$ cat src/rtl/seg_result_decoder_pkg.sv
// Shared types and seven-segment code constants for the ALU result display decoder.
// Bit 7 of a segment pattern is the minus sign; 0x00 is a blank display.
package seg_pkg;

    localparam logic [7:0] zero         = 8'h3F;
    localparam logic [7:0] um           = 8'h06;
    localparam logic [7:0] dois         = 8'h5B;
    localparam logic [7:0] tres         = 8'h4F;
    localparam logic [7:0] menos_um     = 8'h86;
    localparam logic [7:0] menos_dois   = 8'hDB;
    localparam logic [7:0] menos_tres   = 8'hCF;
    localparam logic [7:0] menos_quatro = 8'hE6;
    localparam logic [7:0] apagado      = 8'h00;

    typedef enum logic [1:0] {
        S_WAIT,
        S_SETTLE,
        S_PRESENT
    } state_t;

    typedef struct packed {
        logic [7:0] seg;
        logic [7:0] led;
    } seg_sample_t;

endpackage

$ cat src/rtl/seg_result_decoder_seg7_to_val.sv
// Combinational lookup from a seven-segment pattern to a signed 3-bit value,
// flagging blank and out-of-table patterns.
module seg7_to_val
    import seg_pkg::*;
(
    input  logic [7:0] seg,
    output logic [2:0] value,
    output logic       is_blank,
    output logic       is_invalid
);

    always_comb begin
        value      = '0;
        is_blank   = 1'b0;
        is_invalid = 1'b0;
        case (seg)
            zero:         value = 3'b000;
            um:           value = 3'b001;
            dois:         value = 3'b010;
            tres:         value = 3'b011;
            menos_um:     value = 3'b111;
            menos_dois:   value = 3'b110;
            menos_tres:   value = 3'b101;
            menos_quatro: value = 3'b100;
            apagado:      is_blank = 1'b1;
            default:      is_invalid = 1'b1;
        endcase
    end

endmodule

$ cat src/rtl/seg_result_decoder.sv
// Monitors the ALU result display bus, waits for a stable {seg,led} sample,
// decodes and cross-checks it, and hands each new result downstream via valid/ready.
module seg_result_decoder
    import seg_pkg::*;
#(
    parameter int unsigned STABLE_CYCLES = 4,
    parameter int unsigned NBITS_TOP     = 8,
    parameter int unsigned CNT_W         = 8
) (
    input  logic                 clk_2,
    input  logic                 rst_n,
    input  logic [NBITS_TOP-1:0] seg_in,
    input  logic [NBITS_TOP-1:0] led_in,
    input  logic                 out_ready,
    output logic                 out_valid,
    output logic [2:0]           out_value,
    output logic                 out_flow,
    output logic                 out_invalid,
    output logic                 out_mismatch,
    output logic [CNT_W-1:0]     sample_count,
    output logic [CNT_W-1:0]     err_count
);

    localparam int unsigned CW = (STABLE_CYCLES > 1) ? $clog2(STABLE_CYCLES) : 1;
    localparam logic [CW-1:0] LAST_CNT = CW'(STABLE_CYCLES - 1);

    state_t      state;
    seg_sample_t sample;
    seg_sample_t cand;
    seg_sample_t last;
    logic [CW-1:0] cnt;

    logic [2:0] dec_value;
    logic       dec_blank;
    logic       dec_invalid;

    seg7_to_val u_dec (
        .seg        (cand.seg),
        .value      (dec_value),
        .is_blank   (dec_blank),
        .is_invalid (dec_invalid)
    );

    always_ff @(posedge clk_2 or negedge rst_n) begin
        if (!rst_n) begin
            state        <= S_WAIT;
            sample       <= '0;
            cand         <= '0;
            last         <= '0;
            cnt          <= '0;
            out_valid    <= 1'b0;
            out_value    <= '0;
            out_flow     <= 1'b0;
            out_invalid  <= 1'b0;
            out_mismatch <= 1'b0;
            sample_count <= '0;
            err_count    <= '0;
        end else begin
            sample <= {seg_in[7:0], led_in[7:0]};
            case (state)
                S_WAIT: begin
                    if (sample != last) begin
                        cand  <= sample;
                        cnt   <= '0;
                        state <= S_SETTLE;
                    end
                end
                S_SETTLE: begin
                    if (sample != cand) begin
                        cand <= sample;
                        cnt  <= '0;
                    end else if (cnt != LAST_CNT) begin
                        cnt <= cnt + CW'(1);
                    end else if (dec_blank) begin
                        // A settled blank is remembered so it is not re-settled, but never reported.
                        last  <= cand;
                        state <= S_WAIT;
                    end else begin
                        out_valid    <= 1'b1;
                        out_value    <= dec_value;
                        out_flow     <= cand.led[7];
                        out_invalid  <= dec_invalid;
                        out_mismatch <= !dec_invalid && (dec_value != cand.led[2:0]);
                        state        <= S_PRESENT;
                    end
                end
                S_PRESENT: begin
                    if (out_ready) begin
                        last      <= cand;
                        out_valid <= 1'b0;
                        if (sample_count != '1) sample_count <= sample_count + CNT_W'(1);
                        if ((out_invalid || out_mismatch) && (err_count != '1))
                            err_count <= err_count + CNT_W'(1);
                        state <= S_WAIT;
                    end
                end
                default: state <= S_WAIT;
            endcase
        end
    end

endmodule
$ cat config.mk
export PLATFORM = sky130hd
export DESIGN_NAME = seg_result_decoder
export DESIGN_NICKNAME = d
export VERILOG_FILES = /design/src/rtl/seg_result_decoder_pkg.sv /design/src/rtl/seg_result_decoder_seg7_to_val.sv /design/src/rtl/seg_result_decoder.sv
export SDC_FILE = /design/constraint.sdc
export NUM_CORES = 1
export LEC_CHECK = 0
export CORE_MARGIN = 2
export CORE_UTILIZATION = 55
export CTS_BUF_LIST = sky130_fd_sc_hd__clkbuf_16
export DETAILED_ROUTE_END_ITERATION = 7
export GPL_TIMING_DRIVEN = 0
export PLACE_DENSITY = 0.9
export SLEW_MARGIN = 5
export SYNTH_ARGS = -nofsm -noshare
export SYNTH_HDL_FRONTEND = slang
export SYNTH_HIERARCHICAL = 1
export SYNTH_SLANG_ARGS = --single-unit
$ cat constraint.sdc
create_clock -name clk_2 -period 3.7 [get_ports clk_2]
set_clock_uncertainty 0.15 [all_clocks]
set_input_delay 0.37 -clock clk_2 [delete_from_list [all_inputs] [get_ports clk_2]]
set_output_delay 0.37 -clock clk_2 [all_outputs]
set_load 0.02 [all_outputs]
Word-level counts from Yosys, hierarchy flattened
Cells that the tools add are included.

Bitwise logic cells: 3. Mux-type cells: 26. Reduce and logical (&&, ||, !) cells: 16. Equality and inequality tests: 24. $add $sub $neg: 3.

Operator list (number): $mux W16 (6); $pmux W16 S2 (2); $eq A8 B8 Y1 const B (4); $ne A16 B16 Y1 (2); $pmux W3 S7 (1); $add A8 B1 Y8 const B (2); $eq A8 B7 Y1 const B (2); $mux W2 (8); $ne A2 B2 Y1 const B (8); $ne A8 B8 Y1 const B (2); $reduce_and A3 Y1 (4); $reduce_and A5 Y1 (2); $reduce_or A9 Y1 (1); $eq A8 B3 Y1 const B (1); $eq A8 B6 Y1 const B (1); $logic_not A8 Y1 (1); $reduce_and A4 Y1 (2); $mux W1 (6); $pmux W2 S3 (1); $pmux W2 S2 (1); $reduce_bool A2 Y1 (2); $ne A3 B3 Y1 (1); $ne A3 B3 Y1 const B (1); $not A1 Y1 (3); 7 further kinds (8).

Bits in registers: 75. Output and inout port bits: 23. Logic and storage cells: 87.

Longest topological paths before layout
Depth in word-level cells: 6. Gate-level depth with buffers: 8.

Hierarchy
Netlist, hierarchy kept.

By module, submodules not included: seg_result_decoder (cells each 284, area an instance 3379.5 um^2, seq. area each 1876.8 um^2, times used 1); seg7_to_val (cells each 32, area an instance 215.2 um^2, seq. area each 0.0 um^2, times used 1).

Worst setup path before layout
OpenSTA, ideal clock, no wires.

Path kind: register to register. Start point: register cand[11] (netlist name). End point: register out_flow. Data required time: 3425 ps. Cell stages (with the launch flop): 7. Arrival: 2123 ps. Period minus slack after synthesis: 2399 ps. Setup time: 125 ps. Buffers on the path: 1. Setup slack: 1301 ps. Cells stage by stage: dfrtp_1 -> xnor2_1 -> nand4_1 -> or4_1 -> or4_1 -> buf_4 -> mux2_4.

Word-level cells in the longest chain between the ends: 4. Elaborated cells between the ends (all ways): 6. Classes of those cells: eq/ne (1); mux (1); bitwise (2); reduce/logical (2).

RTL lines: start: declaration (line seg_result_decoder.sv:29) `seg_sample_t cand;`; start signal: assignment (line seg_result_decoder.sv:63) `cand <= sample;`; start signal: assignment (line seg_result_decoder.sv:70) `cand <= sample;`; $logic_not A8 Y1 (line seg_result_decoder_seg7_to_val.sv:16) `case (seg)`; $mux W1 (line seg_result_decoder_seg7_to_val.sv:16); $not A1 Y1 (no source line); $reduce_and A4 Y1 (no source line) *; end signal: assignment (line seg_result_decoder.sv:81) `out_flow <= cand.led[7];`; end: declaration (line seg_result_decoder.sv:17) `output logic out_flow,`.

Every way passes the cells marked *; elsewhere a longest branch is shown, timed or not. A chain may end at the register's enable or synchronous reset.

Worst setup path in the final report
Start point: register cand[11] (netlist name). End point: register last[13] (netlist name).

Word-level cells in the longest chain between the ends: 4. Elaborated cells between the ends (all ways): 6. Classes of those cells: eq/ne (3); mux (1); reduce/logical (2).

RTL lines: $logic_not A8 Y1 (line seg_result_decoder_seg7_to_val.sv:16); $mux W1 (line seg_result_decoder_seg7_to_val.sv:16); net dec_blank (line seg_result_decoder.sv:34) `logic dec_blank;`; $ne A2 B2 Y1 (no source line); $reduce_and A5 Y1 (no source line); end signal: assignment (line seg_result_decoder.sv:76) `last <= cand;`; end signal: assignment (line seg_result_decoder.sv:89) `last <= cand;`; end: declaration (line seg_result_decoder.sv:30) `seg_sample_t last;`.

The timed path passes the listed nets, and every way through them passes these cells.

==> summary.md <==
| Metric | Value |
|---|---|
| Syn Area/Cell | 11.4 sq um |
| PortBufs | 41 |
| Area Overhead vs Synth | 24.6% |
| Pre-CTS WS | 0.967 ns |
| CTS tree | built |
| Drt wl/cell | 18.1 um |
| Area occupied by multi-input gates | 0.00166 sq mm |
| Post-Syn Nets | 338 |
| Final worst slack | 0.749 ns |
| Fill cells | 388 |
| Clk buf depth | 2 |
| Initial Utilization | 0.566 |
| CTS Buf Count | 9 |
| CP arrival | 3.04 ns |
| Global route overflow | 0 |
| Reg2reg start | cand[11] |
| Vias per cell | 6.14 |
| Measured slew at the worst slew-check pin | 0.943 ns |
| Residual DRC count | 0 |
| Max-slew headroom | 0.367 |
| Root Driver | clkbuf_16 |
| Post-DP Area | 0.00413 sq mm |
| Clk sink count | 75 |
| Yosys reg bits | 75 |
| Final critical-path share of the clock period | 0.798 |
| Routed via count | 2777 |
| Final net count | 392 |
| Fin area | 0.00448 sq mm |
| Sequential area share after synthesis | 0.522 |
| Top FF cell, synth | dfrtp_1 |
| Placed wire-length estimate | 5320 um |
| Kind of critical path | register to register |
| Clock network fraction of design power | 0.475 |
| Max Cap Viol | 0 |
| Io pins | 42 |
| Slew Viols, Final | 0 |
| Die area | 0.00720 sq mm |
| Seq pwr share | 0.434 |
| Post CTS Setup Buffer Count | 0 |
| First-pass GRT wire length | 13400 um |
| Die height | 84.8 um |
| CTS H-Tree Depth | 3 |
| Initial DRC count | 210 |
| Setup crit end | last[13] |
| Peak VDD IR | 0.316 mV |
| Synth Cell Area | 0.00359 sq mm |
| RSZ-0062 raised after global routing | false |
| Int Power | 1.61 mW |
| Post-synthesis async set-or-reset flop share | 1.00 |
| Drt total wl | 8200 um |
| Synth cell types | 44 |
| NetSw | 0.487 mW |
| Antenna Nets Post-Route | 0 |
| Setup slack, reg-to-reg | 0.75 ns |
| Worst Setup SP | cand[11] |
| Status | completed |
| Vias in the first global route | 2748 |
| CP required | 3.79 ns |
| Post-route setup TNS | 0 ns |
| Syn Inst Count | 316 |
| Min Tclk post-route | 2.95 ns |
| Logic pwr share | 0.091 |
| Initial antenna violation count | 0 |
| Crit path cell chain | nor4_4 -> nand2_1 -> nor4_1 -> nand2_1 -> nand2_1 -> clkbuf_1 -> nand2_1 -> o211ai_1 |
| CP max stage delay | 0.52 ns |
| Crit Path Max Fanout | 10 |
| Core Region | 0.00635 sq mm |
| Synth warn | 6 |
| EDFF count, synth | 0 |
| # rows | 29 |
| Clock latency on the worst-skew pair | 0.33 ns |
| Maximum number of pins on one net before global-route repair | 47 |
| Total GRT Usage | 0.241 |
| R2r worst-path depth | 8 |
| Count of final hold-check violations | 0 |
| Sw Ratio | 0.232 |
| HP Class | input pin to register |
| Crit end category | register |
| Leakage power | 1.85 nW |
| Final setup vio count | 0 |
| Power after layout | 2.09 mW |
| RR Endpoint | last[13] |
| Reg area | 0.00188 sq mm |
| CTS clk-pin slew, worst paths | 0.06 ns |
| Inserted Diodes | 0 |
| Fraction of layout cells with a size suffix above 1 | 0.141 |
| Critical path's slowest cell | dfrtp_1 |
| Drt pass-1 iters | 5 |
| Die Width | 84.8 um |
| CP startpoint kind | register |
| Crit-path most repeated cell | nand2_1 |
| Fmax | 0.339 GHz |
| Global placement routability congestion | 0.876 |
| PwrDens | 468 mW/mm^2 |
layout by cell type, fill, tap and decap left out, drive strengths merged, types with 7 or more instances in the layout:
master,synthesis,final
dfrtp,75,75
xnor2,43,43
nand2,43,43
clkdlybuf4s50,0,40
o211ai,33,33
mux2,24,24
clkbuf,8,17
nand4,16,16
nor2,7,7
worst max-delay path, delay by kind of cell (launching register included):
kind / cells / cell delay, ns
and+or+nand+nor: 6 / 1.51
AOI/OAI and AO/OA: 1 / 0.22
DFF: 1 / 0.52
buffers and inverters: 1 / 0.45
worst min path at each step:
stage	from	to	slack, ns	cells past startpoint
floorplan	rst_n	cand[0]	-0.08	0
global placement	err_count[5]	err_count[5]	0.32	1
detailed placement	rst_n	cand[4]	0.18	1
CTS	seg_in[3]	sample[11]	0.32	1
global route	led_in[6]	sample[6]	0.32	1
finish	led_in[6]	sample[6]	0.32	1
metal layers:
| metal | routed length [um] | global-route usage |
|---|---|---|
| met1 | 3400 | 0.327 |
| met2 | 4120 | 0.381 |
| met3 | 519 | 0.0467 |
| met4 | 161 | 0.108 |
| met5 | 0 | 0 |
repair_timing:
action / in CTS / in global routing
resized for setup: 0 / 0
endpoints found under the setup margin: 0 / 0
hold buffers: 1 / 0
hold endpoints to repair: 29 / 0
cell usage after synthesis (2+ instances only):
| library cell | count | area share |
|---|---|---|
| nor4_1 | 4 | 0.0070 |
| or2_2 | 2 | 0.0035 |
| nand2_1 | 43 | 0.045 |
| a21oi_1 | 6 | 0.0084 |
| nor3_1 | 3 | 0.0042 |
| nand3_1 | 5 | 0.0070 |
| xnor2_1 | 43 | 0.10 |
| mux2_2 | 18 | 0.056 |
| ha_1 | 3 | 0.010 |
| inv_1 | 4 | 0.0042 |
| a31oi_1 | 2 | 0.0035 |
| dfrtp_1 | 75 | 0.52 |
| nand2b_1 | 3 | 0.0052 |
| nor2_1 | 7 | 0.0073 |
| or4_1 | 2 | 0.0042 |
| xor2_1 | 6 | 0.015 |
| nand3b_1 | 2 | 0.0042 |
| o21ai_0 | 2 | 0.0028 |
| o211ai_1 | 33 | 0.069 |
| clkbuf_1 | 8 | 0.0084 |
| nand4_1 | 16 | 0.028 |
| nor2b_1 | 2 | 0.0035 |
| mux2_4 | 6 | 0.025 |
power groups by stage:
stage,logic [mW],clock network [mW],registers (mW)
6_report,0.190,0.994,0.910
3_5_place_dp,0.183,0,0.922
5_1_grt,0.205,1.03,0.916
2_1_floorplan,0.113,0,0.911
4_1_cts,0.189,1.00,0.908
3_3_place_gp,0.174,0,0.919
final cells by class:
type / count / area share
Sequential cell: 75 / 0.419
Multi-Input combinational cell: 226 / 0.370
Timing Repair Buffer: 43 / 0.0995
Clock buffer: 9 / 0.0503
Clock inverter: 7 / 0.0260
Tap cell: 77 / 0.0215
Buffer: 10 / 0.00950
Inverter: 5 / 0.00419
through the flow:
step | hold slack [ns] | instances | utilization
after floorplan | -0.0756 | 316 | -
after global placement | 0.320 | 434 | 0.646
after detailed placement | 0.181 | 435 | 0.650
after CTS | 0.319 | 452 | 0.705
after global routing | 0.317 | 452 | 0.705
final | 0.321 | 452 | 0.705
sequential cells by signal, indices dropped and copies added, names as in the netlist:
| register | flops |
|---|---|
| cand | 16 |
| cnt | 2 |
| err_count | 8 |
| last | 16 |
| out_flow | 1 |
| out_invalid | 1 |
| out_mismatch | 1 |
| out_valid | 1 |
| out_value | 3 |
| sample | 16 |
| sample_count | 8 |
| state | 2 |
kinds of logic (layout without fill, tap and decap cells):
logic type                 count (synthesis)  count (layout)  synth area share
AOI/OAI and AO/OA                         50              50             0.101
DFF                                       75              75             0.522
xor gates and xnor gates                  49              49             0.119
buffers and inverters                     15              74            0.0171
muxes                                     24              24            0.0814
and+or+nand+nor                          100             100             0.149
adders and majority gates                  3               3            0.0104
Note: power is estimated with default switching activity, not from simulation.
